<file path="config.mk">
export PLATFORM = sky130hd
export DESIGN_NAME = router_sync_n
export DESIGN_NICKNAME = d
export VERILOG_FILES = /design/src/rtl/router_sync_n.sv
export SDC_FILE = /design/constraint.sdc
export NUM_CORES = 1
export LEC_CHECK = 0
export CORE_ASPECT_RATIO = 1.2
export CORE_MARGIN = 2
export CORE_UTILIZATION = 47
export CTS_CLUSTER_SIZE = 24
export DETAILED_ROUTE_END_ITERATION = 10
export PLACE_DENSITY = 0.87
export SLEW_MARGIN = 30
export SYNTH_ARGS = -nofsm -noshare
export SYNTH_HDL_FRONTEND = slang
export SYNTH_SLANG_ARGS = --single-unit
export TNS_END_PERCENT = 30
</file>
<file path="constraint.sdc">
create_clock -name clock -period 1.3 [get_ports clock]
set_input_delay 0.195 -clock clock [delete_from_list [all_inputs] [get_ports clock]]
set_output_delay 0.195 -clock clock [all_outputs]
set_load 0.02 [all_outputs]
</file>
<file path="src/rtl/router_sync_n.sv">
// rtl/router_sync_n.sv - parametrised router synchroniser: address latch, write steer, full mux, idle timeout
module router_sync_n #(
    parameter int NUM_PORTS = 3,
    parameter int TIMEOUT   = 30,
    localparam int ADDR_W   = $clog2(NUM_PORTS),
    localparam int CNT_W    = $clog2(TIMEOUT)
) (
    input  logic                 clock,
    input  logic                 reset,
    input  logic                 detect_add,
    input  logic [ADDR_W-1:0]    data_in,
    input  logic                 write_enb_reg,
    input  logic [NUM_PORTS-1:0] full,
    input  logic [NUM_PORTS-1:0] empty,
    input  logic [NUM_PORTS-1:0] read_enb,
    output logic [NUM_PORTS-1:0] write_enb,
    output logic                 fifo_full,
    output logic                 addr_err,
    output logic [NUM_PORTS-1:0] vld_out,
    output logic [NUM_PORTS-1:0] soft_reset
);

    logic [ADDR_W-1:0] addr_q;
    logic              addr_ok;
    logic [CNT_W-1:0]  cnt [NUM_PORTS];

    // Latch the header address and remember whether it names a real port.
    always_ff @(posedge clock) begin
        if (reset) begin
            addr_q  <= '0;
            addr_ok <= 1'b1;
        end else if (detect_add) begin
            addr_q  <= data_in;
            addr_ok <= ({1'b0, data_in} < (ADDR_W+1)'(NUM_PORTS));
        end
    end

    // Steer the write strobe and return the addressed full flag; a bad address selects nothing.
    always_comb begin
        write_enb = '0;
        fifo_full = 1'b0;
        for (int i = 0; i < NUM_PORTS; i++) begin
            if (addr_ok && (addr_q == ADDR_W'(i))) begin
                write_enb[i] = write_enb_reg;
                fifo_full    = full[i];
            end
        end
    end

    assign addr_err = ~addr_ok;
    assign vld_out  = ~empty;

    // Per-port idle counters: any read or empty FIFO restarts the count; a full count flushes the FIFO.
    always_ff @(posedge clock) begin
        for (int i = 0; i < NUM_PORTS; i++) begin
            if (reset) begin
                cnt[i]        <= '0;
                soft_reset[i] <= 1'b0;
            end else if (!vld_out[i] || read_enb[i]) begin
                cnt[i]        <= '0;
                soft_reset[i] <= 1'b0;
            end else if (cnt[i] == CNT_W'(TIMEOUT - 1)) begin
                cnt[i]        <= '0;
                soft_reset[i] <= 1'b1;
            end else begin
                cnt[i]        <= cnt[i] + CNT_W'(1);
                soft_reset[i] <= 1'b0;
            end
        end
    end

endmodule

</file>
==> summary.md, run 1 <==
| Metric | Value |
|---|---|
| Synth area leaders | sky130_fd_sc_hd__edfxtp_1 43%, sky130_fd_sc_hd__dfxtp_1 12%, sky130_fd_sc_hd__ha_1 7.2% |
| TritonCTS clock tree | yes |
| DR vias/cell | 4.72 |
| Grt total ovfl | 0 |
| Die area | 0.00260 mm2 |
| H-tree depth | 1 |
| Number of vias after detailed routing | a little over 800 |
| Hold crit path type | in2reg |
| Post-layout net count | 164 |
| PnR Total Power | 1280 uW |
| Cell accounting for the most synthesized area | sky130_fd_sc_hd__edfxtp_1 |
| Sinks on the clock net | 21 |
| Antenna Cells | 0 |
| Placed instance area | 0.00140 mm2 |
| Critical path start-end classification | reg2out |
| Violations in the final reports | setup timing |
| Initial Util | 0.500 |
| Total count of max-transition violations in the final report | 0 |
| Cell variety after synth | 24 |
| Worst Clk Skew | about 0.01 ns |
| Gate count of the mapped netlist | 93 |
| Number of antenna violations at the first check in global routing | 0 |
| Final instance area | ~0.0015 mm2 |
| IR drop worst, VDD | about 0.00066 V |
| Layout overhead on the synthesized area | 41.3% |
| Clk slew on worst S/H paths | 0.12 ns |
| Clk buf depth | 2 |
| Hold bufs inserted after CTS | 0 |
| Share of the synthesized area in the top cell type | 0.435 |
| Sequential cell area fraction in the yosys report | 0.551 |
| Final period utilization | 1.07 |
| Wire length of the first global-routing pass | approximately 3200 um |
| YS warnings | 0 |
| Total CTS buffers | 3 |
| DRC violation total after the first TritonRoute iteration | 5 |
| Kind of end point of the critical path | output port |
| PortBufs | 25 |
| Clock period minus final worst setup slack | ~1.4 ns |
| Crit start category | register |
| Reported leakage power | 0.000620 uW |
| Number of global-route vias before repair | 801 |
| Final wirelength | roughly 2000 um |
| Slowest cell on crit path | sky130_fd_sc_hd__dfxtp_4 |
| Post-detailed-placement half-perimeter wirelength | 1460 um |
| Core Region | 0.00207 mm2 |
| Row cnt | 18 |
| Number of maximum-capacitance violations | 0 |
| Average instance area after synthesis | 11.1 um2 |
| Signal arrival time at the worst endpoint | between 1 and 1.5 ns |
| IO Count | 26 |
| RSZ-0062 raised after global routing | true |
| Fin worst setup slack | -0.0902 ns |
| Crit-path cells | mux2i_1 > o21a_1 > nor2_2 > buf_6 |
| Routed Antenna Nets | 0 |
| Wire per inst | between 10 and 15 um |
| Y dimension of the die | between 50 and 60 um |
| Required time of the critical path | 1.11 ns |
| Remaining DRCs | 0 |
| Synthesis-stage register bit count | 21 |
| Maximum number of pins on one net before global-route repair | 12 |
| Summed instance area of the synthesized netlist | around 0.0010 mm2 |
| Total iterations of the first detailed-routing run | 4 |
| Global Route Usage Sum | 0.165 |
| Last weighted congestion value of the routability-driven placer | 0.750 |
| Clk_lat worst skew | 0.30 ns |
| Cell Pwr Density | just under 900 mW/mm2 |
| Highest Clock Rate | 0.719 GHz |
| Highest fanout seen on the critical path | 5 |
| CTS Root Buffer Type | sky130_fd_sc_hd__clkbuf_4 |
| Die outline width | 46.9 um |
| Hold Vio Cnt, Final | 0 |
| Outcome | finished with violations |
| Layout cell share with drive strength beyond 1 | 0.211 |
| Delay contributed by the slowest stage of the critical path | 0.38 ns |
| Final setup fails | 2 |
| Final standard cell utilization of the core | 0.707 |
[where the power goes]
group / internal [uW] / switching (uW)
sequential: 746 / 29.7
combinational: 104 / 92.0
clock: 119 / 190
total: 969 / 311
[layout make-up]
| cell class | instances | area (um2) |
|---|---|---|
| Timing Repair Buffer | 32 | 289 |
| Fill cell | 170 | 608 |
| Sequential cell | 21 | 577 |
| Tap cell | 30 | 37.5 |
| Clock buffer | 4 | 26.3 |
| Multi-Input combinational cell | 78 | 508 |
| Inverter | 7 | 26.3 |
[critical path: cells and delay by family, from the launching register on]
| kind | cells | cell delay (ns) |
|---|---|---|
| buf+inv | 1 | 0.13 |
| compound gates | 1 | 0.17 |
| simple gates | 1 | 0.11 |
| mux | 1 | 0.11 |
| flops | 1 | 0.38 |
[synthesized netlist by cell type]
library cell               count
sky130_fd_sc_hd__nor3_2        2
sky130_fd_sc_hd__nand3_1       7
sky130_fd_sc_hd__dfxtp_1       6
sky130_fd_sc_hd__nor3b_1       2
sky130_fd_sc_hd__xnor2_1       3
sky130_fd_sc_hd__mux2i_1       3
sky130_fd_sc_hd__nand2_1       3
sky130_fd_sc_hd__conb_1        1
sky130_fd_sc_hd__inv_1         7
sky130_fd_sc_hd__o21ai_0       1
sky130_fd_sc_hd__nand2b_1      1
sky130_fd_sc_hd__buf_6         1
sky130_fd_sc_hd__nor3_1        1
sky130_fd_sc_hd__ha_1          6
sky130_fd_sc_hd__xor2_1        6
sky130_fd_sc_hd__nand2_2       1
sky130_fd_sc_hd__nand3b_1      1
sky130_fd_sc_hd__o21a_1        1
sky130_fd_sc_hd__nor2_1       18
sky130_fd_sc_hd__nor2b_1       1
sky130_fd_sc_hd__nor4_1        2
sky130_fd_sc_hd__nand4_1       3
sky130_fd_sc_hd__nor3_4        1
sky130_fd_sc_hd__edfxtp_1     15
[layer usage]
metal,GRT usage,wire (um)
met5,0,0
met4,0.0595,23
met3,0.0294,66
met2,0.280,1060
met1,0.197,893
[through the flow]
stage	hold WS (ns)	setup TNS (ns)	setup slack [ns]	instances
2_1_floorplan	0.271	0	0.132	107
3_3_place_gp	0.525	-3.56	-0.444	165
3_5_place_dp	0.526	-3.99	-0.488	165
4_1_cts	0.487	-0.0953	-0.0912	169
5_1_grt	0.489	-0.332	-0.151	172
6_report	0.487	-0.111	-0.0902	172
[path summary, 6_finish.rpt]
check	cells after the start	start	slack [ns]	end
setup / recovery	4	addr_q[0]	-0.09	fifo_full
setup reg to reg	4	cnt[0][0]	0.03	cnt[0][4]
hold reg to reg	2	addr_ok	0.54	addr_ok
hold / removal	2	read_enb[0]	0.49	soft_reset[0]
[state kept, by name (all words and copies together), names as in the netlist]
register and flops:
addr_ok 1, addr_q 2, cnt 15, soft_reset 3
[kinds of logic (layout without fill, tap and decap cells)]
logic type	Yosys count	after routing	share of synthesized area
buffers and inverters	8	43	0.0362
other	1	15	0.00362
muxes	3	3	0.0290
xor gates and xnor gates	9	9	0.0761
and+or+nand+nor	43	43	0.220
DFF	21	21	0.551
adders and majority gates	6	6	0.0725
AOI/OAI and AO/OA	2	2	0.0121
[layout by cell type, fill, tap and decap left out]
master                            Yosys  layout
sky130_fd_sc_hd__nor2_1              18      17
sky130_fd_sc_hd__edfxtp_1            15      15
sky130_fd_sc_hd__conb_1               1      15
sky130_fd_sc_hd__clkdlybuf4s50_1      0      13
sky130_fd_sc_hd__buf_4                0       9
sky130_fd_sc_hd__inv_1                7       7
sky130_fd_sc_hd__nand3_1              7       7
sky130_fd_sc_hd__xor2_1               6       6
sky130_fd_sc_hd__dlygate4sd2_1        0       6
sky130_fd_sc_hd__nand2_2              1       4
sky130_fd_sc_hd__nand4_1              3       3
sky130_fd_sc_hd__mux2i_1              3       3
sky130_fd_sc_hd__xnor2_1              3       3
sky130_fd_sc_hd__ha_1                 6       3
sky130_fd_sc_hd__ha_2                 0       3
sky130_fd_sc_hd__clkbuf_4             0       3
sky130_fd_sc_hd__dfxtp_1              6       3
sky130_fd_sc_hd__nor4_1               2       2
sky130_fd_sc_hd__nor3b_2              0       2
sky130_fd_sc_hd__nor3_2               2       2
sky130_fd_sc_hd__dfxtp_2              0       2
sky130_fd_sc_hd__nor3_4               1       1
sky130_fd_sc_hd__nor2b_1              1       1
sky130_fd_sc_hd__nand3b_1             1       1
sky130_fd_sc_hd__o21a_1               1       1
sky130_fd_sc_hd__nor2_2               0       1
sky130_fd_sc_hd__nor3_1               1       1
sky130_fd_sc_hd__o21ai_0              1       1
sky130_fd_sc_hd__nand2b_1             1       1
sky130_fd_sc_hd__dfxtp_4              0       1
sky130_fd_sc_hd__clkbuf_1             0       1
sky130_fd_sc_hd__dlymetal6s2s_1       0       1
sky130_fd_sc_hd__buf_6                1       1
sky130_fd_sc_hd__clkdlybuf4s15_1      0       1
sky130_fd_sc_hd__buf_2                0       1
[what timing repair did]
action,in CTS,in global routing
setup buffers,0,3
gates resized for setup,35,10
setup endpoints to repair,11,17
pin swaps,1,6
No activity file was read; power rests on OpenSTA's default activity.
==> run 2, diff against run 1 <==
--- a/config.mk
+++ b/config.mk
@@ -7,3 +7,4 @@
 export LEC_CHECK = 0
-export CORE_ASPECT_RATIO = 1.2
+export CAP_MARGIN = 25
+export CORE_ASPECT_RATIO = 0.8
 export CORE_MARGIN = 2
==> constraint.sdc (replaced) <==
create_clock -name clock -period 1.3 [get_ports clock]
set_input_delay 0.26 -clock clock [delete_from_list [all_inputs] [get_ports clock]]
set_output_delay 0.26 -clock clock [all_outputs]
set_load 0.02 [all_outputs]
==> run 2 against run 1 <==
Against the previous run:
- the run still ends with setup timing left
- maximum frequency fell by 6.1%
- register-to-register slack gained 0.02 ns
- via count decreased by 3.9%
- sequential power about the same
- worst setup slack worse by 0.090 ns
- die area is essentially flat
- wire length shrank 2.5%
- hold slack improved by 0.046 ns
- highest routed layer unchanged
==> summary.md, run 2 (synthesized netlist as in run 1, its figures left out) <==
| Metric | Value |
|---|---|
| Number of placed instances, taps included | between 150 and 200 |
| Most common cell after layout, fill and taps aside | sky130_fd_sc_hd__nor2_1 |
| Clock period minus final worst setup slack | 1.48 ns |
| Slowest cell on crit path | sky130_fd_sc_hd__dfxtp_4 |
| Total iterations of the first detailed-routing run | 4 |
| PnR Total Power | 1280 uW |
| Final period utilization | 1.14 |
| Die outline width | 56.5 um |
| Total count of max-transition violations in the final report | 0 |
| Highest fanout seen on the critical path | 4 |
| DRC violation total after the first TritonRoute iteration | 20 |
| Grt total ovfl | 0 |
| Sinks on the clock net | 21 |
| IR drop worst, VDD | 0.000698 V |
| Required time of the critical path | 1.04 ns |
| Number of maximum-capacitance violations | 0 |
| Signal arrival time at the worst endpoint | 1.22 ns |
| Number of vias after detailed routing | 780 |
| Last weighted congestion value of the routability-driven placer | a little over 0.7 |
| Max FFs per register | 15 |
| Clk slew on worst S/H paths | 0.11 ns |
| Maximum number of pins on one net before global-route repair | 13 |
| Crit-path cells | mux2i_1 > o21a_1 > nor2_1 > buf_4 |
| Wire length of the first global-routing pass | 2940 um |
| Violations in the final reports | setup timing |
| RSZ-0062 raised after global routing | true |
| Clk_lat worst skew | about 0.31 ns |
| Y dimension of the die | 46.0 um |
| Setup slack at placement | -0.640 ns |
| Layout overhead on the synthesized area | 37.8% |
| Registers with the most flip-flops | cnt: 15 flops, soft_reset: 3 flops, addr_q: 2 flops |
| CTS Root Buffer Type | sky130_fd_sc_hd__clkbuf_4 |
| Global Route Usage Sum | 0.158 |
| Critical path start-end classification | reg2out |
| Crit start category | register |
| Total CTS buffers | 3 |
| Final cell count without fillers | 165 |
| Fill cells | 172 |
| Layout cell share with drive strength beyond 1 | 0.229 |
| Sequential cell area | 577 um2 |
| Hold crit path type | in2reg |
| Initial Util | 0.488 |
| Highest-count cells in the layout ignoring fill and taps | 18 x sky130_fd_sc_hd__nor2_1, 15 x sky130_fd_sc_hd__edfxtp_1, 15 x sky130_fd_sc_hd__conb_1 |
| H-tree depth | 1 |
| Area taken by multi-input logic gates | just over 500 um2 |
| Cell Pwr Density | roughly 900 mW/mm2 |
| Top register by number of flip-flops | cnt |
| Number of global-route vias before repair | 693 |
| Wire per inst | around 12 um |
| Fin worst setup slack | -0.180 ns |
| Routed Antenna Nets | 0 |
| Antenna Cells | 0 |
| Final setup fails | 4 |
| Reported leakage power | 0.000603 uW |
| Core Region | 0.00212 mm2 |
| Delay contributed by the slowest stage of the critical path | 0.38 ns |
| Setup TNS | -0.423 ns |
| Worst Clk Skew | ~0.0028 ns |
| Row cnt | 15 |
| DR vias/cell | 4.73 |
| IO Count | 26 |
| Kind of end point of the critical path | output port |
| Min Hold Slack | about 0.53 ns |
| Final wirelength | between 1500 and 2000 um |
| Number of antenna violations at the first check in global routing | 0 |
| Outcome | finished with violations |
| TritonCTS clock tree | yes |
| Reg-to-reg setup timing slack | 0.05 ns |
| Die area | 0.00260 mm2 |
| Post-detailed-placement half-perimeter wirelength | 1530 um |
| Clk buf depth | 2 |
| Remaining DRCs | 0 |
| Highest Clock Rate | 0.676 GHz |
| Post-layout net count | 162 |
| PortBufs | 25 |
| Hold Vio Cnt, Final | 0 |
==> run 2: worst max-delay path: cells and delay by family, from the launching register on <==
kind	cells	cell delay, ns
buf+inv	1	0.15
compound gates	1	0.14
flops	1	0.38
mux	1	0.20
simple gates	1	0.04
==> run 2: worst paths after layout <==
| check | start | endpoint | cells after the start |
|---|---|---|---|
| setup / recovery | addr_q[0] | fifo_full | 4 |
| hold / removal | read_enb[1] | soft_reset[1] | 2 |
| setup reg to reg | cnt[2][0] | cnt[2][4] | 4 |
| hold reg to reg | addr_q[0] | addr_q[0] | 2 |
==> run 2: final cells by class <==
| type | count | share of cell area |
|---|---|---|
| clock buffer | 3 | 0.0158 |
| clock inverter | 1 | 0.00351 |
| inverter | 7 | 0.0184 |
| multi-input combinational | 78 | 0.359 |
| sequential | 21 | 0.404 |
| tap | 25 | 0.0219 |
| timing repair buffer | 30 | 0.177 |
==> run 2: metal layers <==
| metal | wire, um | share of wire | up-vias | GRT usage |
|---|---|---|---|---|
| li1 | - | - | 399 | - |
| met1 | 861 | 0.43 | 363 | 0.176 |
| met2 | 1020 | 0.51 | 13 | 0.270 |
| met3 | 70 | 0.035 | 5 | 0.0625 |
| met4 | 40 | 0.020 | 0 | 0.0810 |
| met5 | 0 | 0 | - | 0 |
==> run 2: metrics by stage <==
step,util,instance area [um2]
after floorplan,-,1090
after global placement,0.655,1390
after detailed placement,0.655,1390
after CTS,0.667,1410
after global routing,0.673,1430
final,0.673,1430
==> run 2: timing repair <==
item / in CTS / in global routing
endpoints found under the hold margin: 0 / 0
setup buffers: 0 / 1
pin swaps: 2 / 4
resized for setup: 44 / 11
endpoints found under the setup margin: 11 / 18
hold buffers: 0 / 0
==> run 2: power by group <==
part	switching [uW]	internal, uW	leakage [uW]
sequential	29.2	746	0.000204
combinational	90.3	99.6	0.000382
clock	203	115	0.0000177
total	322	961	0.000603
